### src/rtl/ifetch_unit.sv
// ifetch_unit: multi-cycle instruction fetch stage.
// Owns the architectural PC. For each instruction it issues one memory read,
// captures the returned word and offers it to decode with a valid/ready
// handshake. On acceptance the PC is reloaded from the next-PC stage. A
// misaligned next PC parks the unit in a terminal fault state until reset.
module ifetch_unit #(
    parameter logic [31:0] RESET_PC = 32'h0000_0000
) (
    input  logic        clk,
    input  logic        rstn,

    // next-PC loop
    input  logic [31:0] npc_i,
    output logic [31:0] pc_o,

    // instruction memory request/response
    output logic        imem_req_valid,
    output logic [31:0] imem_req_addr,
    input  logic        imem_req_ready,
    input  logic        imem_rsp_valid,
    input  logic [31:0] imem_rsp_data,

    // decode handshake
    output logic        if_valid,
    output logic [31:0] if_instr,
    output logic [31:0] if_pc,
    input  logic        if_ready,

    // status
    output logic        fault_o,
    output logic [31:0] retire_cnt_o
);

    typedef enum logic [2:0] {
        IDLE  = 3'd0,
        REQ   = 3'd1,
        WAIT  = 3'd2,
        HOLD  = 3'd3,
        FAULT = 3'd4
    } state_t;

    state_t      state;
    logic [31:0] pc;
    logic [31:0] instr;
    logic [31:0] retire_cnt;
    logic        fault;

    // Only word-aligned next PCs are legal; anything else is a fault.
    logic        npc_misaligned;
    assign npc_misaligned = (npc_i[1:0] != 2'b00);

    // Fetch sequencing, PC update, instruction capture and retire counting.
    always_ff @(posedge clk) begin
        if (!rstn) begin
            state      <= IDLE;
            pc         <= RESET_PC;
            instr      <= 32'h0000_0000;
            retire_cnt <= 32'h0000_0000;
            fault      <= 1'b0;
        end else begin
            case (state)
                // One dead cycle after reset so the first request starts cleanly.
                IDLE: begin
                    state <= REQ;
                end

                // Request stays asserted on the current PC until memory takes it.
                // Any response seen here is stale and is dropped.
                REQ: begin
                    if (imem_req_ready) begin
                        state <= WAIT;
                    end
                end

                // Wait indefinitely for the read data of the accepted request.
                WAIT: begin
                    if (imem_rsp_valid) begin
                        instr <= imem_rsp_data;
                        state <= HOLD;
                    end
                end

                // Instruction offered to decode; PC and word frozen until taken.
                HOLD: begin
                    if (if_ready) begin
                        retire_cnt <= retire_cnt + 32'd1;
                        if (npc_misaligned) begin
                            fault <= 1'b1;
                            state <= FAULT;
                        end else begin
                            pc    <= npc_i;
                            state <= REQ;
                        end
                    end
                end

                // Terminal: only reset leaves this state.
                FAULT: begin
                    fault <= 1'b1;
                end

                default: begin
                    state <= IDLE;
                end
            endcase
        end
    end

    // Handshake outputs depend only on the registered state.
    assign imem_req_valid = (state == REQ);
    assign if_valid       = (state == HOLD);

    assign pc_o          = pc;
    assign imem_req_addr = pc;
    assign if_pc         = pc;
    assign if_instr      = instr;
    assign fault_o       = fault;
    assign retire_cnt_o  = retire_cnt;

endmodule

### config.mk
export PLATFORM = sky130hd
export DESIGN_NAME = ifetch_unit
export DESIGN_NICKNAME = d
export VERILOG_FILES = /design/src/rtl/ifetch_unit.sv
export SDC_FILE = /design/constraint.sdc
export NUM_CORES = 1
export LEC_CHECK = 0
export ABC_AREA = 1
export CORE_MARGIN = 2
export CORE_UTILIZATION = 44
export CTS_CLUSTER_SIZE = 25
export DETAILED_ROUTE_END_ITERATION = 8
export PLACE_DENSITY_LB_ADDON = 0.25
export SYNTH_ARGS = -nofsm -noshare
export SYNTH_HDL_FRONTEND = slang
export SYNTH_SLANG_ARGS = --single-unit
### constraint.sdc
create_clock -name clk -period 3.35 [get_ports clk]
set_input_delay 0.5025 -clock clk [delete_from_list [all_inputs] [get_ports clk]]
set_output_delay 0.5025 -clock clk [all_outputs]
set_load 0.03 [all_outputs]
# Word-level counts from Yosys, hierarchy flattened
# Index checks and enable logic that the tools add are counted.
[word_totals]
ram_bits = 0
word_cells = 32
reg_bits = 100
input_bits = 69
rom_bits = 0
memories = 0
latchBits = 0
[classes]
div_mod_pow = 0
shifts = 0
bitwise_logic = 2
eq_ne = 8
n_reduce_logical = 8
magnitude_cmp = 0
mux = 8
n_addsub = 1
mul = 0
[ops]
columns = ["cell", "count"]
rows = [
  ["$add 32x1->32 const B", 1],
  ["$pmux 3 s5", 1],
  ["$mux 3", 4],
  ["$eq 3x2->1 const B", 2],
  ["$ne 2x1->1 const B", 3],
  ["$reduce_and 3->1", 2],
  ["$reduce_and 2->1", 2],
  ["$reduce_and 4->1", 1],
  ["$reduce_bool 2->1", 2],
  ["$eq 3x1->1 const B", 1],
  ["$eq 3x3->1 const B", 1],
  ["$logic_not 3->1", 1],
  ["$mux 1", 2],
  ["$ne 2x2->1 const B", 1],
  ["$not 1->1", 2],
  ["$pmux 1 s2", 1],
]

# Depth between registers and ports, before layout
# Gate-level depths: netlist of the first run.
[depth]
depth_word = 4
ltp_mapped = 9
depth_no_buf = 9

# Worst setup path before layout of the first run
# Ideal clock, no wire load.
[synth_path]
path_type = "register to register"
from = "register retire_cnt[1], in the netlist retire_cnt_o[1]"
to = "register retire_cnt[10], in the netlist retire_cnt_o[10]"
path_stages_with_launch = 9
path_slack_ns = 1.719
n_path_buf = 0
arrival_ns = 1.514
period_less_slack_ns = 1.631
cell_sequence = "dfxtp_1 -> ha_1 -> inv_1 -> nor2_2 -> nand2_1 -> nor2_2 -> nand2_1 -> o21ai_0 -> nor2_1"
[synth_via]
elab_chain_cells = 1
[synth_rtl]
columns = ["element", "line", "rtl"]
rows = [
  ["from (decl)", "45", "logic [31:0] retire_cnt;"],
  ["from (signal assigned)", "86", "retire_cnt <= retire_cnt + 32'd1;"],
  ["$add 32x1->32", "86", ""],
]
# No other way between the ends.
# A chain may end at the register's enable or synchronous reset.

# Worst setup path after layout of the first run
[layout_path]
from = "register state[0]"
to = "output if_valid"
[layout_via]
elab_chain_cells = 1
[layout_rtl]
columns = ["element", "line", "rtl"]
rows = [
  ["from (decl)", "42", "state_t state;"],
  ["from (signal assigned)", "55", "state <= IDLE;"],
  ["from (signal assigned)", "64", "state <= REQ;"],
  ["from (signal assigned)", "71", "state <= WAIT;"],
  ["$eq 3x2->1", "111", "assign if_valid = (state == HOLD);"],
  ["to (decl)", "24", "output logic if_valid,"],
]
# No other way between the ends.

==> results of run 1 <==
## registers in the layout (all words and copies together) (netlist names)
name          cells
retire_cnt_o     32
if_pc            32
state             3
fault_o           1
if_instr         32
## per-layer routing
| layer | vias up | track usage | part of all wire |
|---|---|---|---|
| li1 | 2383 | - | - |
| met1 | 2148 | 0.250 | 0.40 |
| met2 | 183 | 0.390 | 0.50 |
| met3 | 30 | 0.0458 | 0.076 |
| met4 | 0 | 0.0998 | 0.022 |
| met5 | - | 0 | 0 |
## cells by family after synthesis
family	Yosys count	synth area share
AOI/OAI and AO/OA	119	0.126
xor gates and xnor gates	2	0.00365
adders and majority gates	1	0.00261
buffers and inverters	173	0.191
DFF	100	0.417
and+or+nand+nor	284	0.259
## cell usage after synthesis (all sizes together)
cell type,instances,area share
and3,1,0.0013
o21ai,69,0.072
nand3b,1,0.0016
and2,1,0.0013
clkbuf,17,0.013
xor2,1,0.0018
o21a,2,0.0031
xnor2,1,0.0018
nand4,16,0.024
o21bai,1,0.0023
nand2,92,0.073
dfxtp,100,0.42
buf,72,0.11
inv,84,0.066
ha,1,0.0026
nor3,10,0.015
nor3b,1,0.0016
nor2,135,0.11
a21oi,47,0.049
nand3,27,0.030
## worst min-delay path, delay by kind of cell (launching register included)
family	cells	cell delay (ns)
AOI/OAI and AO/OA	1	0.05
DFF	1	0.32
buffers and inverters	1	0.04
## how the worst min path moves through the flow
stage                         endpoint  cells past startpoint
after floorplan           if_instr[10]                      2
after global placement     if_instr[4]                      2
after detailed placement  if_instr[11]                      2
after CTS                 if_instr[17]                      2
after global routing      if_instr[18]                      2
final                     if_instr[16]                      2
## layout make-up
type                            instances  area, um^2
Clock buffer                            9         124
Clock inverter                          7        58.8
Fill cell                             969        3860
Inverter                               84         315
Multi-Input combinational cell        406        1880
Sequential cell                       100        2000
Tap cell                              140         175
Timing Repair Buffer                  234        2330
## metrics by stage
stage | area, um^2 | power [mW] | std cells | util
2_1_floorplan | 4800 | 1.96 | 679 | -
3_3_place_gp | 6700 | 2.29 | 964 | 0.624
3_5_place_dp | 6700 | 2.31 | 964 | 0.624
4_1_cts | 6890 | 3.03 | 980 | 0.641
5_1_grt | 6890 | 3.16 | 980 | 0.641
6_report | 6890 | 3.01 | 980 | 0.641
## report_power, final
group          switching (mW)  internal [mW]
clock                   0.442          0.281
sequential             0.0888           1.30
combinational           0.522          0.374
total                    1.05           1.95
==> run_summary.xml, run 1 <==
<?xml version="1.0" encoding="UTF-8"?>
<metrics>
  <group name="status">
    <metric name="status" unit="">finished, final reports clean</metric>
  </group>
  <group name="worst_setup_path">
    <metric name="critPathRequiredTime" unit="ns">2.85</metric>
    <metric name="number_of_cells_traversed_by_the_worst_register_to_register_path" unit="">7</metric>
    <metric name="levels_on_crit_path" unit="">3</metric>
    <metric name="worstReg2RegStart" unit="">state[0]</metric>
    <metric name="worst_setup_path_end_kind" unit="">primary output</metric>
    <metric name="timing.critical_path.arrival" unit="ns">1.94</metric>
    <metric name="worstPathCellList" unit="">nand2_1 -&gt; nor2_2 -&gt; clkdlybuf4s50_1</metric>
    <metric name="timing_worst_setup_path_type" unit="">reg2out</metric>
    <metric name="timing.critical_path.buf_inv" unit="">1</metric>
    <metric name="setup.worst_path.start_class" unit="">register</metric>
    <metric name="worstSetupEndpoint" unit="">if_valid</metric>
    <metric name="critical_path_maximum_fanout" unit="">8</metric>
    <metric name="cp_top_family" unit="">buffers and inverters</metric>
    <metric name="critical_path.reg2reg.endpoint" unit="">if_pc[4]</metric>
    <metric name="reg2reg_slack" unit="ns">1.47</metric>
    <metric name="slowest_delay" unit="ns">0.72</metric>
    <metric name="worst_path_max_delay_cell" unit="">clkdlybuf4s50_1</metric>
    <metric name="setup.worst_path.start" unit="">state[0]</metric>
  </group>
  <group name="timing">
    <metric name="timing.final.hold_violations" unit="">0</metric>
    <metric name="max_clock_freq" unit="GHz">0.409</metric>
    <metric name="period_minus_slack" unit="ns">2.44</metric>
    <metric name="worst_slew_pin_slew" unit="ns">0.653</metric>
    <metric name="post_route_hold_slack" unit="ns">0.451</metric>
    <metric name="final.period_utilization" unit="">0.729</metric>
    <metric name="finalSetupViolCount" unit="">0</metric>
    <metric name="skew" unit="ns">0.00939</metric>
    <metric name="post-route-worst-setup-slack" unit="ns">0.907</metric>
    <metric name="slew_violations" unit="">0</metric>
    <metric name="slew-limit-headroom" unit="">0.565</metric>
    <metric name="rsz0062_at_grt" unit="">false</metric>
    <metric name="fin_tns_setup" unit="ns">0</metric>
  </group>
  <group name="min_path">
    <metric name="holdCritStartpoint" unit="">if_instr[16]</metric>
    <metric name="worst_hold_path_type" unit="">reg2reg</metric>
  </group>
  <group name="floorplan">
    <metric name="fp.dieW" unit="um">108</metric>
    <metric name="core_area" unit="um^2">10700</metric>
    <metric name="initial_core_util" unit="">0.447</metric>
    <metric name="std_cell_rows" unit="">38</metric>
    <metric name="die_height" unit="um">108</metric>
    <metric name="fp.dieArea" unit="um^2">11800</metric>
    <metric name="pin_count" unit="">232</metric>
  </group>
  <group name="routing">
    <metric name="detail_route.vias_per_cell" unit="">4.84</metric>
    <metric name="drc" unit="">0</metric>
    <metric name="antenna_violating_nets_post_route" unit="">0</metric>
    <metric name="drt-total-wl" unit="um">13200</metric>
    <metric name="vias" unit="">4744</metric>
    <metric name="routed_wire_length_per_instance" unit="um">13.5</metric>
    <metric name="initialDrtViolationCount" unit="">172</metric>
    <metric name="drt_pass1_iterations" unit="">4</metric>
  </group>
  <group name="global_route">
    <metric name="grt_max_degree" unit="">47</metric>
    <metric name="grt_first_pass_wirelength" unit="um">20500</metric>
    <metric name="grt_remaining_overflow" unit="">0</metric>
    <metric name="via_count_of_the_first_global_routing_pass" unit="">4416</metric>
    <metric name="grtUsageTotal" unit="">0.219</metric>
    <metric name="grt_antenna_before_repair" unit="">0</metric>
  </group>
  <group name="clock_network">
    <metric name="clkSinkCount" unit="">100</metric>
    <metric name="tritoncts" unit="">yes</metric>
    <metric name="cts_inserted_buffers" unit="">9</metric>
    <metric name="post_cts_resize_count" unit="">0</metric>
    <metric name="clock_latency" unit="ns">0.37</metric>
    <metric name="clk_transition_reported_paths" unit="ns">0.11</metric>
    <metric name="h-tree-depth" unit="">3</metric>
    <metric name="cts_setup_buffers" unit="">0</metric>
    <metric name="max-clock-path-buffers" unit="">2</metric>
    <metric name="clock_tree.root_cell" unit="">clkbuf_8</metric>
    <metric name="postCtsHoldBufs" unit="">0</metric>
  </group>
  <group name="logic_synthesis">
    <metric name="synthesis.area" unit="um^2">4800</metric>
    <metric name="syn-instance-count" unit="">679</metric>
    <metric name="synth.yosys.seq_area_share" unit="">0.417</metric>
    <metric name="ys_ff_latch" unit="">100</metric>
    <metric name="postSynthAreaPerCell" unit="um^2">7.07</metric>
    <metric name="synth-warning-count" unit="">0</metric>
    <metric name="syn_nets" unit="">749</metric>
    <metric name="ys_types" unit="">32</metric>
  </group>
  <group name="place">
    <metric name="buffer_ports.inserted" unit="">231</metric>
    <metric name="dp_slack" unit="ns">0.937</metric>
    <metric name="dpl.hpwl" unit="um">10100</metric>
    <metric name="gpl.final_weighted_congestion" unit="">0.964</metric>
  </group>
  <group name="layout">
    <metric name="layout-area-overhead-vs-synth" unit="%">43.5</metric>
    <metric name="final_common_cell" unit="">clkdlybuf4s50_1</metric>
    <metric name="most_used_cells_in_the_layout_excluding_fill_and_tap_cells" unit="">230 x clkdlybuf4s50_1, 128 x nor2_1, 100 x dfxtp_1</metric>
    <metric name="share_of_post_route_cells_with_drive_strength_above_1" unit="">0.0452</metric>
    <metric name="antenna_diodes" unit="">0</metric>
    <metric name="finish.net_count" unit="">905</metric>
  </group>
  <group name="job">
    <metric name="cap_viol_max_count" unit="">0</metric>
  </group>
  <group name="pwr">
    <metric name="pwr_density_cell" unit="nW/um^2">437</metric>
    <metric name="total_leakage_power" unit="nW">2.52</metric>
    <metric name="vdd_drop_max" unit="uV">314</metric>
  </group>
</metrics>
Power figures use the tool's default switching activity.
==> run 2: changes to the inputs <==
--- a/config.mk
+++ b/config.mk
@@ -7,7 +7,7 @@
 export LEC_CHECK = 0
 export ABC_AREA = 1
 export CORE_MARGIN = 2
-export CORE_UTILIZATION = 44
+export CORE_UTILIZATION = 41
 export CTS_CLUSTER_SIZE = 25
 export DETAILED_ROUTE_END_ITERATION = 8
 export PLACE_DENSITY_LB_ADDON = 0.25
==> constraint.sdc (replaced) <==
create_clock -name clk -period 2.31 [get_ports clk]
set_input_delay 0.3465 -clock clk [delete_from_list [all_inputs] [get_ports clk]]
set_output_delay 0.3465 -clock clk [all_outputs]
set_load 0.03 [all_outputs]
==> run 2 against run 1 <==
Effect of this change: design area increased by 2.9%; first-iteration DRC count grew 68%; sequential power grew 45%; clock skew down 0.0038 ns; worst setup slack lost 0.69 ns; worst hold slack worse by 0.0054 ns; power up 68%; sequential share of layout area is 0.83 points lower; critical path type unchanged.
==> run_summary.xml, run 2 (synthesized netlist as in run 1, its figures left out) <==
<?xml version="1.0" encoding="UTF-8"?>
<metrics>
  <group name="worst_setup_path">
    <metric name="critPathRequiredTime" unit="ns">1.96</metric>
    <metric name="worstPathCellList" unit="">nand3_1 -&gt; inv_1 -&gt; clkdlybuf4s50_1</metric>
    <metric name="timing.critical_path.arrival" unit="ns">1.75</metric>
    <metric name="worst_path_max_delay_cell" unit="">clkdlybuf4s50_1</metric>
    <metric name="timing_worst_setup_path_type" unit="">reg2out</metric>
    <metric name="slowest_delay" unit="ns">0.66</metric>
    <metric name="setup.worst_path.start_class" unit="">register</metric>
    <metric name="critical_path_maximum_fanout" unit="">8</metric>
    <metric name="worst_setup_path_end_kind" unit="">primary output</metric>
  </group>
  <group name="layout">
    <metric name="layout.filler_cells" unit="">1015</metric>
    <metric name="layout-area-overhead-vs-synth" unit="%">47.7</metric>
    <metric name="finish.net_count" unit="">907</metric>
    <metric name="final_common_cell" unit="">clkdlybuf4s50_1</metric>
    <metric name="most_used_cells_in_the_layout_excluding_fill_and_tap_cells" unit="">229 x clkdlybuf4s50_1, 128 x nor2_1, 100 x dfxtp_1</metric>
    <metric name="antenna_diodes" unit="">0</metric>
    <metric name="post-route-cell-area" unit="um^2">7090</metric>
    <metric name="share_of_post_route_cells_with_drive_strength_above_1" unit="">0.0464</metric>
    <metric name="final_cell_count_no_fill" unit="">984</metric>
  </group>
  <group name="floorplan">
    <metric name="die_height" unit="um">112</metric>
    <metric name="fp.dieW" unit="um">112</metric>
    <metric name="pin_count" unit="">232</metric>
    <metric name="fp.dieArea" unit="um^2">12600</metric>
    <metric name="core_area" unit="um^2">11400</metric>
    <metric name="std_cell_rows" unit="">39</metric>
    <metric name="initial_core_util" unit="">0.420</metric>
  </group>
  <group name="pwr">
    <metric name="power.switching_fraction" unit="">0.302</metric>
    <metric name="vdd_drop_max" unit="uV">502</metric>
    <metric name="pwr_density_cell" unit="nW/um^2">711</metric>
    <metric name="power_frac_seq" unit="">0.400</metric>
    <metric name="p_switching" unit="mW">1.52</metric>
    <metric name="p_int" unit="mW">3.52</metric>
    <metric name="total_leakage_power" unit="nW">2.64</metric>
    <metric name="power.total" unit="mW">5.04</metric>
    <metric name="clock_power_share" unit="">0.340</metric>
    <metric name="power.share.combinational" unit="">0.260</metric>
  </group>
  <group name="clock_network">
    <metric name="clock_latency" unit="ns">0.34</metric>
    <metric name="cts_inserted_buffers" unit="">9</metric>
    <metric name="clkSinkCount" unit="">100</metric>
    <metric name="postCtsHoldBufs" unit="">0</metric>
    <metric name="max-clock-path-buffers" unit="">2</metric>
    <metric name="clock_tree.root_cell" unit="">clkbuf_16</metric>
    <metric name="cts_setup_buffers" unit="">0</metric>
    <metric name="tritoncts" unit="">yes</metric>
    <metric name="h-tree-depth" unit="">3</metric>
    <metric name="clk_transition_reported_paths" unit="ns">0.07</metric>
  </group>
  <group name="global_route">
    <metric name="via_count_of_the_first_global_routing_pass" unit="">4408</metric>
    <metric name="grt_remaining_overflow" unit="">0</metric>
    <metric name="grt_first_pass_wirelength" unit="um">22000</metric>
    <metric name="grt_antenna_before_repair" unit="">0</metric>
    <metric name="grt_max_degree" unit="">65</metric>
    <metric name="grtUsageTotal" unit="">0.214</metric>
  </group>
  <group name="place">
    <metric name="placed_area" unit="um^2">6750</metric>
    <metric name="gpl.final_weighted_congestion" unit="">0.949</metric>
    <metric name="buffer_ports.inserted" unit="">231</metric>
    <metric name="dpl.cell_count" unit="">969</metric>
    <metric name="dpl.hpwl" unit="um">10400</metric>
  </group>
  <group name="routing">
    <metric name="vias" unit="">4790</metric>
    <metric name="drc" unit="">0</metric>
    <metric name="initialDrtViolationCount" unit="">289</metric>
    <metric name="drt_pass1_iterations" unit="">5</metric>
    <metric name="drt-total-wl" unit="um">13800</metric>
    <metric name="antenna_violating_nets_post_route" unit="">0</metric>
    <metric name="detail_route.vias_per_cell" unit="">4.87</metric>
    <metric name="routed_wire_length_per_instance" unit="um">14.0</metric>
  </group>
  <group name="timing">
    <metric name="period_minus_slack" unit="ns">2.09</metric>
    <metric name="timing.final.hold_violations" unit="">0</metric>
    <metric name="fin_tns_setup" unit="ns">0</metric>
    <metric name="post_route_hold_slack" unit="ns">0.446</metric>
    <metric name="final.period_utilization" unit="">0.906</metric>
    <metric name="worst_slew_pin_slew" unit="ns">0.565</metric>
    <metric name="slew_violations" unit="">0</metric>
    <metric name="slew-limit-headroom" unit="">0.624</metric>
    <metric name="skew" unit="ns">0.00561</metric>
    <metric name="max_clock_freq" unit="GHz">0.478</metric>
    <metric name="rsz0062_at_grt" unit="">false</metric>
    <metric name="finalSetupViolCount" unit="">0</metric>
  </group>
  <group name="min_path">
    <metric name="worst_hold_path_type" unit="">reg2reg</metric>
  </group>
  <group name="status">
    <metric name="status" unit="">finished, final reports clean</metric>
  </group>
  <group name="job">
    <metric name="cap_viol_max_count" unit="">0</metric>
  </group>
</metrics>
run 2: cell count changes in the layout (fill, tap and decap cells not counted):
cell	before	now
clkbuf_16	0	9
clkbuf_8	9	1
bufinv_16	0	3
inv_6	3	0
buf_12	0	2
clkinv_2	0	2
clkinv_4	2	0
clkinvlp_4	2	0
clkdlybuf4s50_1	230	229
dlymetal6s2s_1	0	1
run 2: area by class of cell:
type,instances,area (um^2),share of cell area
multi-input cells,406,1880,0.265
clock buffers,10,239,0.0337
well taps,143,179,0.0252
repair buffers,236,2370,0.335
flip-flops and latches,100,2000,0.282
inverters,84,315,0.0445
clock inverters,5,100,0.0141
run 2: metal layers:
metal / GRT usage / share of wire
met4: 0.0813 / 0.023
met2: 0.382 / 0.51
met1: 0.254 / 0.40
met5: 0 / 0
met3: 0.0437 / 0.069
run 2: power by group through the flow:
stage	logic [mW]	registers (mW)	clock network, mW
finish	1.31	2.02	1.72
global route	1.40	2.03	1.82
CTS	1.32	2.02	1.74
detailed placement	1.32	2.05	0
global placement	1.29	2.04	0
floorplan	0.553	2.29	0
run 2: worst paths after layout:
path | startpoint | end | slack [ns] | depth (start not counted)
setup / recovery | state[0] | imem_req_valid | 0.22 | 3
hold / removal | if_instr[18] | if_instr[18] | 0.45 | 2
setup reg to reg | state[0] | if_pc[20] | 0.62 | 7
hold reg to reg | if_instr[18] | if_instr[18] | 0.45 | 2
run 2: through the flow:
step	util	setup WS (ns)
global route	0.621	0.163
CTS	0.621	0.0494
floorplan	-	0.679
finish	0.621	0.216
detailed placement	0.591	0.240
global placement	0.591	0.329
run 2: critical path, delay by kind of cell, from the launching register on:
family                 cells  cell delay, ns
buffers and inverters      2            0.73
DFF                        1            0.53
and+or+nand+nor            1            0.16
run 2: timing repair:
action	4_1_cts	5_1_grt
resized for setup	0	1
endpoints found under the hold margin	0	0
setup endpoints to repair	0	1
==> run 3: changes to the inputs <==
--- a/config.mk
+++ b/config.mk
@@ -7,7 +7,8 @@
 export LEC_CHECK = 0
 export ABC_AREA = 1
 export CORE_MARGIN = 2
-export CORE_UTILIZATION = 41
+export CORE_UTILIZATION = 42
+export CTS_BUF_LIST = sky130_fd_sc_hd__clkbuf_8
 export CTS_CLUSTER_SIZE = 25
 export DETAILED_ROUTE_END_ITERATION = 8
 export PLACE_DENSITY_LB_ADDON = 0.25
==> run 3 against run 2 <==
Effect of this change: routed wire length fell by 2.0%; combinational power barely moved; die area fell by 2.3%; final cell count rose by 0.20%; design area fell by 2.0%; global-route usage rose by 0.16 points; critical endpoint unchanged; largest cell class unchanged.
==> run_summary.xml, run 3 (synthesized netlist as in run 1, its figures left out) <==
<?xml version="1.0" encoding="UTF-8"?>
<metrics>
  <group name="status">
    <metric name="status" unit="">finished, final reports clean</metric>
  </group>
  <group name="layout">
    <metric name="most_used_cells_in_the_layout_excluding_fill_and_tap_cells" unit="">229 x clkdlybuf4s50_1, 128 x nor2_1, 100 x dfxtp_1</metric>
    <metric name="layout.filler_cells" unit="">1022</metric>
    <metric name="register_area" unit="um^2">2000</metric>
    <metric name="final_common_cell" unit="">clkdlybuf4s50_1</metric>
    <metric name="share_of_post_route_cells_with_drive_strength_above_1" unit="">0.0463</metric>
    <metric name="finish.net_count" unit="">908</metric>
    <metric name="multiInputGateArea" unit="um^2">1880</metric>
    <metric name="antenna_diodes" unit="">0</metric>
    <metric name="layout-area-overhead-vs-synth" unit="%">44.8</metric>
    <metric name="final_cell_count_no_fill" unit="">986</metric>
  </group>
  <group name="timing">
    <metric name="post-route-worst-setup-slack" unit="ns">0.195</metric>
    <metric name="rsz0062_at_grt" unit="">false</metric>
    <metric name="period_minus_slack" unit="ns">2.11</metric>
    <metric name="fin_tns_setup" unit="ns">0</metric>
    <metric name="timing.final.hold_violations" unit="">0</metric>
    <metric name="post_route_hold_slack" unit="ns">0.449</metric>
    <metric name="skew" unit="ns">0.0110</metric>
    <metric name="final.period_utilization" unit="">0.915</metric>
    <metric name="max_clock_freq" unit="GHz">0.473</metric>
    <metric name="worst_slew_pin_slew" unit="ns">0.534</metric>
    <metric name="slew-limit-headroom" unit="">0.644</metric>
    <metric name="finalSetupViolCount" unit="">0</metric>
    <metric name="slew_violations" unit="">0</metric>
  </group>
  <group name="routing">
    <metric name="routed_wire_length_per_instance" unit="um">13.7</metric>
    <metric name="vias" unit="">4754</metric>
    <metric name="initialDrtViolationCount" unit="">238</metric>
    <metric name="drc" unit="">0</metric>
    <metric name="drt_pass1_iterations" unit="">6</metric>
    <metric name="detail_route.vias_per_cell" unit="">4.82</metric>
    <metric name="drt-total-wl" unit="um">13500</metric>
    <metric name="antenna_violating_nets_post_route" unit="">0</metric>
  </group>
  <group name="place">
    <metric name="dpl.cell_count" unit="">970</metric>
    <metric name="buffer_ports.inserted" unit="">231</metric>
    <metric name="gpl.final_weighted_congestion" unit="">0.938</metric>
    <metric name="dpl.hpwl" unit="um">10200</metric>
    <metric name="dp_slack" unit="ns">0.217</metric>
  </group>
  <group name="worst_setup_path">
    <metric name="worst_path_max_delay_cell" unit="">clkdlybuf4s50_1</metric>
    <metric name="worstReg2RegStart" unit="">retire_cnt_o[1]</metric>
    <metric name="slowest_delay" unit="ns">0.66</metric>
    <metric name="reg2reg_slack" unit="ns">0.57</metric>
    <metric name="number_of_cells_traversed_by_the_worst_register_to_register_path" unit="">8</metric>
    <metric name="levels_on_crit_path" unit="">3</metric>
    <metric name="cp_top_family" unit="">buffers and inverters</metric>
    <metric name="worst_setup_path_end_kind" unit="">primary output</metric>
    <metric name="critical_path.reg2reg.endpoint" unit="">retire_cnt_o[10]</metric>
    <metric name="timing.critical_path.arrival" unit="ns">1.77</metric>
    <metric name="critPathRequiredTime" unit="ns">1.96</metric>
    <metric name="timing.critical_path.buf_inv" unit="">2</metric>
    <metric name="worstPathCellList" unit="">nand3_1 -&gt; inv_1 -&gt; clkdlybuf4s50_1</metric>
    <metric name="setup.worst_path.start_class" unit="">register</metric>
    <metric name="timing_worst_setup_path_type" unit="">reg2out</metric>
    <metric name="critical_path_maximum_fanout" unit="">8</metric>
  </group>
  <group name="clock_network">
    <metric name="clock_latency" unit="ns">0.37</metric>
    <metric name="cts_inserted_buffers" unit="">9</metric>
    <metric name="clock_tree.root_cell" unit="">clkbuf_8</metric>
    <metric name="clkSinkCount" unit="">100</metric>
    <metric name="max-clock-path-buffers" unit="">2</metric>
    <metric name="tritoncts" unit="">yes</metric>
    <metric name="h-tree-depth" unit="">3</metric>
    <metric name="postCtsHoldBufs" unit="">0</metric>
    <metric name="clk_transition_reported_paths" unit="ns">0.09</metric>
  </group>
  <group name="pwr">
    <metric name="total_leakage_power" unit="nW">2.58</metric>
    <metric name="pwr_density_cell" unit="nW/um^2">645</metric>
    <metric name="vdd_drop_max" unit="uV">505</metric>
  </group>
  <group name="floorplan">
    <metric name="core_area" unit="um^2">11300</metric>
    <metric name="fp.dieArea" unit="um^2">12300</metric>
    <metric name="pin_count" unit="">232</metric>
    <metric name="initial_core_util" unit="">0.426</metric>
    <metric name="std_cell_rows" unit="">39</metric>
    <metric name="die_height" unit="um">111</metric>
    <metric name="fp.dieW" unit="um">111</metric>
  </group>
  <group name="job">
    <metric name="cap_viol_max_count" unit="">0</metric>
  </group>
  <group name="min_path">
    <metric name="hold-path-endpoint" unit="">if_instr[9]</metric>
    <metric name="worst_hold_path_type" unit="">reg2reg</metric>
    <metric name="holdCritStartpoint" unit="">if_instr[9]</metric>
    <metric name="hold_depth" unit="">2</metric>
  </group>
  <group name="global_route">
    <metric name="via_count_of_the_first_global_routing_pass" unit="">4349</metric>
    <metric name="grt_antenna_before_repair" unit="">0</metric>
    <metric name="grt_remaining_overflow" unit="">0</metric>
    <metric name="grt_first_pass_wirelength" unit="um">21600</metric>
    <metric name="grtUsageTotal" unit="">0.216</metric>
    <metric name="grt_max_degree" unit="">65</metric>
  </group>
</metrics>
run 3: changes by cell type in the layout (fill, tap and decap cells not counted):
cell        delta
clkbuf_8      +10
clkbuf_16      -9
buf_4          +2
bufinv_16      -2
clkinv_2       -2
clkinvlp_4     +2
inv_1          +2
buf_12         -1
run 3: repair_timing:
item                       in CTS  in global routing
setup endpoints to repair       0                  1
resized for setup               0                  1
buffers inserted                0                  0
run 3: cell type report:
| type | instances | area share |
|---|---|---|
| Inverter | 84 | 0.0454 |
| Tap cell | 143 | 0.0258 |
| Sequential cell | 100 | 0.288 |
| Timing Repair Buffer | 237 | 0.341 |
| Clock buffer | 11 | 0.0218 |
| Multi-Input combinational cell | 406 | 0.271 |
| Clock inverter | 5 | 0.00756 |
run 3: worst max-delay path by stage:
stage,start,to,slack [ns]
after floorplan,retire_cnt_o[1],retire_cnt_o[10],0.68
after global placement,if_ready,if_pc[27],0.26
after detailed placement,if_ready,if_pc[21],0.22
after CTS,state[0],if_valid,0.008
after global routing,state[0],imem_req_valid,0.11
final,state[0],imem_req_valid,0.20
run 3: where the power goes:
group | internal (mW) | switching (mW) | total, mW
registers | 1.88 | 0.113 | 2.00
logic | 0.560 | 0.767 | 1.33
clock network | 0.553 | 0.602 | 1.16
run 3: layer usage:
| metal | global-route usage | wire length, um | vias up |
|---|---|---|---|
| met5 | 0 | 0 | - |
| met4 | 0.0900 | 300 | 0 |
| met3 | 0.0487 | 877 | 24 |
| met2 | 0.376 | 6740 | 192 |
| met1 | 0.256 | 5600 | 2145 |
| li1 | - | - | 2393 |
run 3: stage by stage:
| stage | power (mW) | utilization | cell area (um^2) |
|---|---|---|---|
| 2_1_floorplan | 2.84 | - | 4800 |
| 3_3_place_gp | 3.34 | 0.598 | 6740 |
| 3_5_place_dp | 3.37 | 0.598 | 6740 |
| 4_1_cts | 4.53 | 0.616 | 6950 |
| 5_1_grt | 4.70 | 0.616 | 6950 |
| 6_report | 4.48 | 0.616 | 6950 |
run 3: tightest hold or removal path: stages, from the launching register on:
cell     delay [ns]
dfxtp_1        0.32
inv_1          0.04
a21oi_1        0.05
